<file path="src/rtl/mem_port_arbiter.sv">
// Byte-serial arbiter sharing one 8-bit memory port between IF and LSU.
// Optional UART-full write stall: define MEM_PORT_ARBITER_IOFULL_EN.
module mem_port_arbiter #(
    parameter int ADDR_W = 32
) (
    input  logic              clk,
    input  logic              rst_n,
    input  logic              if_req,
    input  logic [ADDR_W-1:0] if_addr,
    input  logic              if_abort,
    output logic              if_done,
    output logic [31:0]       if_data,
    input  logic              lsu_req,
    input  logic              lsu_we,
    input  logic [1:0]        lsu_size,
    input  logic [ADDR_W-1:0] lsu_addr,
    input  logic [31:0]       lsu_wdata,
    output logic              lsu_done,
    output logic [31:0]       lsu_rdata,
    input  logic [7:0]        mem_din,
    output logic [7:0]        mem_dout,
    output logic [ADDR_W-1:0] mem_a,
    output logic              mem_wr,
    input  logic              io_buffer_full
);

    typedef enum logic [1:0] {IDLE, RD, WR, DONE} state_t;

    state_t            state, state_next;
    logic              owner_lsu;
    logic [ADDR_W-1:0] addr, addr_k;
    logic [31:0]       wdata, rbuf, buf_cap;
    logic [2:0]        k, km1, nbytes, lsu_n;
    logic              grant_lsu, grant_if, abort_if, stall;

    assign lsu_n    = (lsu_size == 2'b00) ? 3'd1 :
                      (lsu_size == 2'b01) ? 3'd2 : 3'd4;
    assign addr_k   = addr + ADDR_W'(k);
    assign abort_if = if_abort && !owner_lsu;
    assign km1      = k - 3'd1;

`ifdef MEM_PORT_ARBITER_IOFULL_EN
    // Only the UART window (a[17:16] == 3) backs off on a full buffer.
    assign stall = io_buffer_full && (addr_k[17:16] == 2'b11);
`else
    logic unused_io;
    assign unused_io = io_buffer_full;
    assign stall     = 1'b0;
`endif

    // Byte k-1 arrives one cycle after its address was issued.
    always_comb begin
        buf_cap = rbuf;
        if (k != 3'd0) begin
            buf_cap[{km1[1:0], 3'b000} +: 8] = mem_din;
        end
    end

    always_comb begin
        state_next = state;
        grant_lsu  = 1'b0;
        grant_if   = 1'b0;
        mem_a      = '0;
        mem_dout   = 8'h00;
        mem_wr     = 1'b0;
        if_done    = 1'b0;
        lsu_done   = 1'b0;
        unique case (state)
            IDLE: begin
                if (lsu_req) begin
                    grant_lsu  = 1'b1;
                    state_next = lsu_we ? WR : RD;
                end else if (if_req && !if_abort) begin
                    grant_if   = 1'b1;
                    state_next = RD;
                end
            end
            RD: begin
                if (k < nbytes) mem_a = addr_k;
                if (k == nbytes) state_next = DONE;
                if (abort_if) state_next = IDLE;
            end
            WR: begin
                mem_a    = addr_k;
                mem_dout = wdata[{k[1:0], 3'b000} +: 8];
                mem_wr   = !stall;
                if (!stall && k == nbytes - 3'd1) state_next = DONE;
                if (abort_if) state_next = IDLE;
            end
            DONE: begin
                if_done    = !owner_lsu && !if_abort;
                lsu_done   = owner_lsu;
                state_next = IDLE;
            end
            default: state_next = IDLE;
        endcase
    end

    always_ff @(posedge clk or negedge rst_n) begin
        if (!rst_n) begin
            state     <= IDLE;
            owner_lsu <= 1'b0;
            addr      <= '0;
            wdata     <= 32'h0;
            nbytes    <= 3'd0;
            k         <= 3'd0;
            rbuf      <= 32'h0;
            if_data   <= 32'h0;
            lsu_rdata <= 32'h0;
        end else begin
            state <= state_next;
            unique case (state)
                IDLE: begin
                    if (grant_lsu || grant_if) begin
                        owner_lsu <= grant_lsu;
                        addr      <= grant_lsu ? lsu_addr : if_addr;
                        wdata     <= lsu_wdata;
                        nbytes    <= grant_lsu ? lsu_n : 3'd4;
                        k         <= 3'd0;
                        rbuf      <= 32'h0;
                    end
                end
                RD: begin
                    rbuf <= buf_cap;
                    if (k != nbytes) begin
                        k <= k + 3'd1;
                    end else if (!abort_if) begin
                        if (owner_lsu) lsu_rdata <= buf_cap;
                        else if_data <= buf_cap;
                    end
                end
                WR: begin
                    if (!stall) k <= k + 3'd1;
                end
                default: ;
            endcase
        end
    end

endmodule

</file>
<file path="config.mk">
export PLATFORM = sky130hd
export DESIGN_NAME = mem_port_arbiter
export DESIGN_NICKNAME = d
export VERILOG_FILES = /design/src/rtl/mem_port_arbiter.sv
export SDC_FILE = /design/constraint.sdc
export NUM_CORES = 1
export LEC_CHECK = 0
export BUFFER_PORTS_ARGS = -buffer_cell sky130_fd_sc_hd__clkbuf_2
export CORE_MARGIN = 10
export CORE_UTILIZATION = 53
export DETAILED_ROUTE_END_ITERATION = 16
export PLACE_DENSITY = 0.78
export SYNTH_ARGS = -nofsm -noshare
export SYNTH_HDL_FRONTEND = slang
export SYNTH_SLANG_ARGS = --single-unit
</file>
<file path="constraint.sdc">
create_clock -name clk -period 3.5 [get_ports clk]
set_clock_uncertainty 0.2 [all_clocks]
set_input_delay 0.525 -clock clk [delete_from_list [all_inputs] [get_ports clk]]
set_output_delay 0.525 -clock clk [all_outputs]
set_load 0.02 [all_outputs]
</file>
==> qor.txt, run 1 <==
Overall routed net length = 22.4 mm
Most frequent cells in the layout = 212 x clkbuf_2, 169 x dfrtp_1, 121 x nand2_1, 106 x o21ai_0, 36 x mux2i_1
CTS clk-pin slew, worst paths = 0.06 ns
Finished Layout Cells = 1229
CP endpoint = mem_a[26]
Ys flop type = dfrtp_1
Worst Setup SP = addr[0]$_DFFE_PN0P_
H-tree levels = 4
DRC errors left = 0
Core area = 15300 µm²
Psw = 3500 µW
Gr ovfl total = 0
Hold WC Path Type = primary input to flop
Mapped Area = 8370 µm²
Power Density = 837 nW/µm²
Area grow syn2layout = 23.4%
Least-Margin Pin Slew = 1.02 ns
CP Launch Type = flop
Peak VDD IR = 0.581 mV
Endpoints failing setup = 0
Chip width = 146 µm
Dpl hpwl = 16.0 mm
TNS Setup = 0 ns
# diodes = 0
Cells after DPL = 1187
Commonest non-fill, non-tap cell in the layout = clkbuf_2
TritonCTS clock tree = yes
Final Util = 67.4%
Fillers = 1242
Initial Util = 54.6%
Final hold violation count = 0
Fin crit share = 97.8%
Syn Nets = 930
Crit path kind = flop to output pin
FF-to-FF setup slack = 0.75 ns
Gp weighted congestion = 0.815
Clock Path Buffers = 2
Reg power frac = 36.3%
Comb pwr share = 42.6%
Initial antenna violation count = 0
First-pass GRT wire length = 36.7 mm
Distinct cell type count after synthesis = 50
Starting DRT DRC Count = 485
Global Route Usage Sum = 21.1%
Largest cells by area after synthesis = dfrtp_1 51%, o21ai_0 6.3%, nand2_1 5.6%, mux2i_1 4.3%, mux2_2 4.3%
P_leak = 0.00506 µW
Routed wire per std cell = 18.2 µm
R2R Path End = rbuf[3]$_DFFE_PN0P_
Vias in the first global route = 7133
# nets final = 1136
#FFs+latches synth = 169
Pins Over Slew Limit = 0
Reg2reg path depth = 7
Synth warnings = 0
Pin count of the biggest net entering global routing = 65
Die area = 21200 µm²
FF-to-FF Start = k[0]$_DFFE_PN0P_
Number of vias per cell = 5.67
Sw Ratio = 40.5%
Clock root cell = clkbuf_16
Clk sinks = 169
Post-DP Area = 9640 µm²
Tmin final = 3.42 ns
Clock Latency Late Sink = 0.42 ns
Asr flop ratio synth = 100%
Yosys top cell area share = 50.5%
Cells after Synth = 799
Hold depth = 2
Slew HR = 31.6%
Critical path capture point type = output pin
Final antenna-violating net count = 0
Critical path required time = 2.77 ns
Die Ht = 146 µm
Via Count = 6972
Fmax = 292 MHz
Clock network fraction of total power = 21.1%
PortBufs = 218
Fraction of layout instances using a drive strength above 1 = 32.8%
Post-route cell area = 10300 µm²
RSZ-0062 raised after global routing = yes
TritonCTS buffer count = 17
P_int = 5140 µW
Max FO, Critical Path = 11
Max_cap viols = 0
Crit path DAT = 2.70 ns
First drt pass iteration count = 6
Site Rows = 45
I/O pin cnt = 220
Post-synthesis sequential area ratio = 50.5%
Yosys top cell by area = dfrtp_1
Outcome = finished clean
Number of synthesized flops with an enable pin = 0
Mapped Avg Cell Area = 10.5 µm²
## synth_stat cells, types with 2 or more instances
cell type    n
nand2_1    125
nand4_2      2
or3_1        5
and4_1       4
o31ai_1     18
buf_6        3
and2_1      11
mux4_2       8
nand2b_1     3
inv_1       14
a22o_1      33
ha_1        17
a21oi_1     26
xor2_1       3
nor2b_1      7
buf_4        2
xnor2_1      4
a21o_1       4
o21ai_0    106
nand4_1      3
and3_1       8
or4_1       17
clkbuf_1    37
dfrtp_1    169
a32oi_1      2
nand3_1     21
buf_2       15
nor2_1      11
and4_4       2
mux2_2      32
nor4_1       2
mux2i_1     36
a22oi_1     32
## metrics by stage
step | total power [µW] | hold slack, ns | setup slack [ns]
2_1_floorplan | 5520 | 0.0294 | 0.0334
3_3_place_gp | 6620 | 0.260 | 0.298
3_5_place_dp | 6730 | 0.269 | 0.265
4_1_cts | 8580 | 0.0890 | 0.00192
5_1_grt | 9230 | 0.103 | -0.0218
6_report | 8640 | 0.108 | 0.0759
## flip-flops by register name, summed over array words and instances, names as in the netlist
signal / cells
wdata: 32
state: 2
owner_lsu: 1
lsu_rdata: 32
addr: 32
nbytes: 3
rbuf: 32
if_data: 32
k: 3
## worst max-delay path: stages, from the launching register on
cell,delay [ns]
dfrtp_1,0.35
ha_1,0.19
inv_1,0.06
fa_1,0.42
nor2b_4,0.17
o211ai_4,0.16
or4_1,0.57
a21oi_2,0.19
buf_4,0.16
## repair_timing
item,4_1_cts,5_1_grt
hold buffers,1,0
endpoints found under the hold margin,57,0
setup buffers,3,5
resized for setup,5,12
endpoints found under the setup margin,12,20
cloned,1,0
pin swaps,2,2
## worst min-delay path by stage
stage                                       start                 endpoint  slack, ns
after CTS                             lsu_size[1]    nbytes[0]$_DFFE_PN0P_       0.09
after global placement    if_data[22]$_DFFE_PN0P_  if_data[22]$_DFFE_PN0P_       0.26
after floorplan                             rst_n      addr[0]$_DFFE_PN0P_       0.03
after detailed placement  if_data[11]$_DFFE_PN0P_  if_data[11]$_DFFE_PN0P_       0.27
final                                 lsu_size[0]    nbytes[0]$_DFFE_PN0P_       0.11
after global routing                  lsu_size[1]    nbytes[0]$_DFFE_PN0P_       0.10
## power groups by stage
stage	clock, µW	sequential [µW]	combinational (µW)
finish	1820	3140	3680
global route	1930	3240	4070
CTS	1850	3130	3610
detailed placement	0	3150	3570
global placement	0	3120	3500
floorplan	0	3320	2210
## layout make-up
| class | count | area (µm²) | area share [%] |
|---|---|---|---|
| clock inverter | 11 | 110 | 1.07 |
| clock buffer | 21 | 450 | 4.36 |
| sequential | 169 | 4230 | 40.9 |
| inverter | 14 | 52.6 | 0.509 |
| tap | 211 | 264 | 2.56 |
| timing repair buffer | 243 | 1330 | 12.9 |
| multi-input combinational | 560 | 3890 | 37.7 |
## cell families after synthesis
logic type      Yosys count  synth area share, %
fa+ha+maj                18                 2.78
compound gates          228                 17.3
mux                      76                 10.8
flops                   169                 50.5
buf+inv                  71                 3.77
xor+xnor                  8                 1.02
simple gates            229                 13.8
## routing by layer
| layer | up-vias | global-route usage [%] | share of wire, % |
|---|---|---|---|
| met5 | - | 0 | 0 |
| met4 | 0 | 6.83 | 2.2 |
| met3 | 41 | 7.36 | 7.8 |
| met2 | 250 | 33.9 | 48 |
| met1 | 3367 | 26.0 | 42 |
| li1 | 3314 | - | - |
Note: power is estimated with default switching activity, not from simulation.
==> inputs of run 2 (changes only) <==
--- a/config.mk
+++ b/config.mk
@@ -5,8 +5,8 @@
 export SDC_FILE = /design/constraint.sdc
 export NUM_CORES = 1
 export LEC_CHECK = 0
-export BUFFER_PORTS_ARGS = -buffer_cell sky130_fd_sc_hd__clkbuf_2
-export CORE_MARGIN = 10
+export BUFFER_PORTS_ARGS = -buffer_cell sky130_fd_sc_hd__buf_4
+export CORE_MARGIN = 8
 export CORE_UTILIZATION = 53
 export DETAILED_ROUTE_END_ITERATION = 16
 export PLACE_DENSITY = 0.78
==> run 2 against run 1 <==
Sequential power is essentially flat. Global-route usage rose by 1.3 points. Clock-buffer cell count shrank 3. Setup slack improved by 0.0066 ns. Clock power is 8% higher. Design area increased by 5.2%. Register-to-register slack better by 0.06 ns. Sequential share of layout area shrank 2.0 points. Via count down 1.8%. Fmax rose by 0.19%. Cell count hardly changed. Critical endpoint is now mem_a[27]. Largest cell class unchanged.
==> qor.txt, run 2 (synthesis gave the netlist of run 1 again) <==
CP Launch Type = flop (unchanged)
P_leak = 0.00521 µW (was 0.00506 µW)
Clock Latency Late Sink = 0.42 ns (about the same)
Psw = 3480 µW (was 3500 µW)
CTS clk-pin slew, worst paths = 0.06 ns (about the same)
Fillers = 1252 (was 1242)
FF-to-FF Start = k[0]$_DFFE_PN0P_ (unchanged)
Initial antenna violation count = 0 (unchanged)
Hold WC Path Type = primary input to flop (unchanged)
# diodes = 0 (unchanged)
Area grow syn2layout = 29.8% (was 23.4%)
TNS Setup = 0 ns (unchanged)
Max FO, Critical Path = 10 (was 11)
Worst path cell trace = ha_1 > nand3_1 > a211o_4 > or4_1 > a21oi_1 > buf_4 (was ha_1 > inv_1 > fa_1 > nor2b_4 > o211ai_4 > or4_1 > a21oi_2 > buf_4)
First drt pass iteration count = 4 (was 6)
Gp weighted congestion = 0.816 (was 0.815)
Site Rows = 46 (was 45)
Endpoints failing setup = 0 (unchanged)
Final Util = 69.4% (was 67.4%)
Clock network fraction of total power = 21.9% (was 21.1%)
Buf/Inv on CP = 1 (was 2)
Vias in the first global route = 7051 (was 7133)
Commonest non-fill, non-tap cell in the layout = buf_4 (was clkbuf_2)
Hold endpoint = nbytes[0]$_DFFE_PN0P_ (unchanged)
Tmin final = 3.42 ns (about the same)
Via Count = 6846 (was 6972)
Core area = 15700 µm² (was 15300 µm²)
Fmax = 293 MHz (was 292 MHz)
Number of vias per cell = 5.57 (was 5.67)
Reg power frac = 35.1% (was 36.3%)
Critical path capture point type = output pin (unchanged)
Final hold violation count = 0 (unchanged)
R2R Path End = k[2]$_DFFE_PN0P_ (was rbuf[3]$_DFFE_PN0P_)
Overall routed net length = 22.2 mm (was 22.4 mm)
Final antenna-violating net count = 0 (unchanged)
Hold depth = 2 (unchanged)
DRC errors left = 0 (unchanged)
Crit path DAT = 2.69 ns (was 2.70 ns)
Final Power = 8950 µW (was 8640 µW)
Crit-path leading delay family = simple AND/OR/NAND/NOR gates (unchanged)
TritonCTS clock tree = yes (unchanged)
Power Density = 824 nW/µm² (was 837 nW/µm²)
P_int = 5470 µW (was 5140 µW)
I/O pin cnt = 220 (unchanged)
PortBufs = 218 (unchanged)
Comb pwr share = 43.0% (was 42.6%)
Initial Util = 53.4% (was 54.6%)
Sw Ratio = 38.9% (was 40.5%)
Fin crit share = 97.6% (was 97.8%)
Gr ovfl total = 0 (unchanged)
H-tree levels = 4 (unchanged)
Clock Path Buffers = 2 (unchanged)
Least-Margin Pin Slew = 1.04 ns (was 1.02 ns)
Die area = 20100 µm² (was 21200 µm²)
Clock root cell = clkbuf_16 (unchanged)
Global Route Usage Sum = 22.4% (was 21.1%)
Pins Over Slew Limit = 0 (unchanged)
Worst Hold Launch = lsu_size[0] (unchanged)
First-pass GRT wire length = 35.7 mm (was 36.7 mm)
Critical path required time = 2.77 ns (about the same)
Dpl hpwl = 16.0 mm (about the same)
Outcome = finished clean (unchanged)
Crit path kind = flop to output pin (unchanged)
Slew HR = 30.3% (was 31.6%)
Reg2reg path depth = 7 (unchanged)
Routed wire per std cell = 18.1 µm (was 18.2 µm)
Max_cap viols = 0 (unchanged)
Chip width = 142 µm (was 146 µm)
CP peak stage delay = 0.52 ns (was 0.57 ns)
TritonCTS buffer count = 17 (unchanged)
# nets final = 1132 (was 1136)
Peak VDD IR = 0.455 mV (was 0.581 mV)
CP max stage cell = or4_1 (unchanged)
Die Ht = 142 µm (was 146 µm)
Most frequent cells in the layout = 233 x buf_4, 168 x dfrtp_1, 122 x nand2_1, 106 x o21ai_0, 36 x mux2i_1 (was 212 x clkbuf_2, 169 x dfrtp_1, 121 x nand2_1, 106 x o21ai_0, 36 x mux2i_1)
Pin count of the biggest net entering global routing = 85 (was 65)
Starting DRT DRC Count = 425 (was 485)
Fraction of layout instances using a drive strength above 1 = 32.3% (was 32.8%)
Clk sinks = 169 (unchanged)
FF-to-FF setup slack = 0.81 ns (was 0.75 ns)
## run 2: final cells by class
cell class	instances	area [µm²]	area share [%]
Multi-Input combinational cell	560	3870	35.6
Clock buffer	18	429	3.95
Inverter	14	52.6	0.484
Timing Repair Buffer	239	1820	16.8
Tap cell	216	270	2.49
Sequential cell	169	4230	39.0
Clock inverter	14	190	1.75
## run 2: repair_timing
item,in CTS,in global routing
pin swaps,1,1
endpoints found under the hold margin,82,0
hold buffers,1,0
cloned,1,0
buffers inserted,1,5
gates resized for setup,3,5
endpoints found under the setup margin,12,24
## run 2: stage by stage
step                      setup WS [ns]  cell area, µm²  hold WS, ns  cells
after detailed placement          0.175           10100        0.272   1190
after global routing            -0.0233           10900        0.106   1230
after CTS                        0.0173           10800        0.101   1225
final                            0.0824           10900        0.108   1230
after global placement            0.279           10100        0.263   1190
after floorplan                  0.0334            8370       0.0294    799
## run 2: how the worst max path moves through the flow
stage                      from         to  slack, ns  depth (start not counted)
6_report       k[2]$_DFFE_PN0P_  mem_a[27]       0.08                          6
3_5_place_dp   k[1]$_DFFE_PN0P_  mem_a[26]       0.18                          7
2_1_floorplan  k[1]$_DFFE_PN0P_  mem_a[16]       0.03                          8
4_1_cts        k[2]$_DFFE_PN0P_  mem_a[27]       0.02                          6
5_1_grt        k[2]$_DFFE_PN0P_  mem_a[27]      -0.02                          6
3_3_place_gp   k[1]$_DFFE_PN0P_  mem_a[26]       0.28                          7
## run 2: power by group through the flow
stage	clock [µW]	sequential, µW	combinational, µW
floorplan	0	3320	2210
global placement	0	3130	3730
detailed placement	0	3170	3810
CTS	1980	3140	3850
global route	2060	3240	4220
finish	1960	3140	3850
## run 2: per-layer routing
layer	share of wire [%]	wire, µm	GRT usage (%)	vias up
li1	-	-	-	3312
met1	42	9240	26.4	3272
met2	48	10700	37.1	227
met3	8.2	1830	8.00	35
met4	2.2	490	8.20	0
met5	0	0	0	-
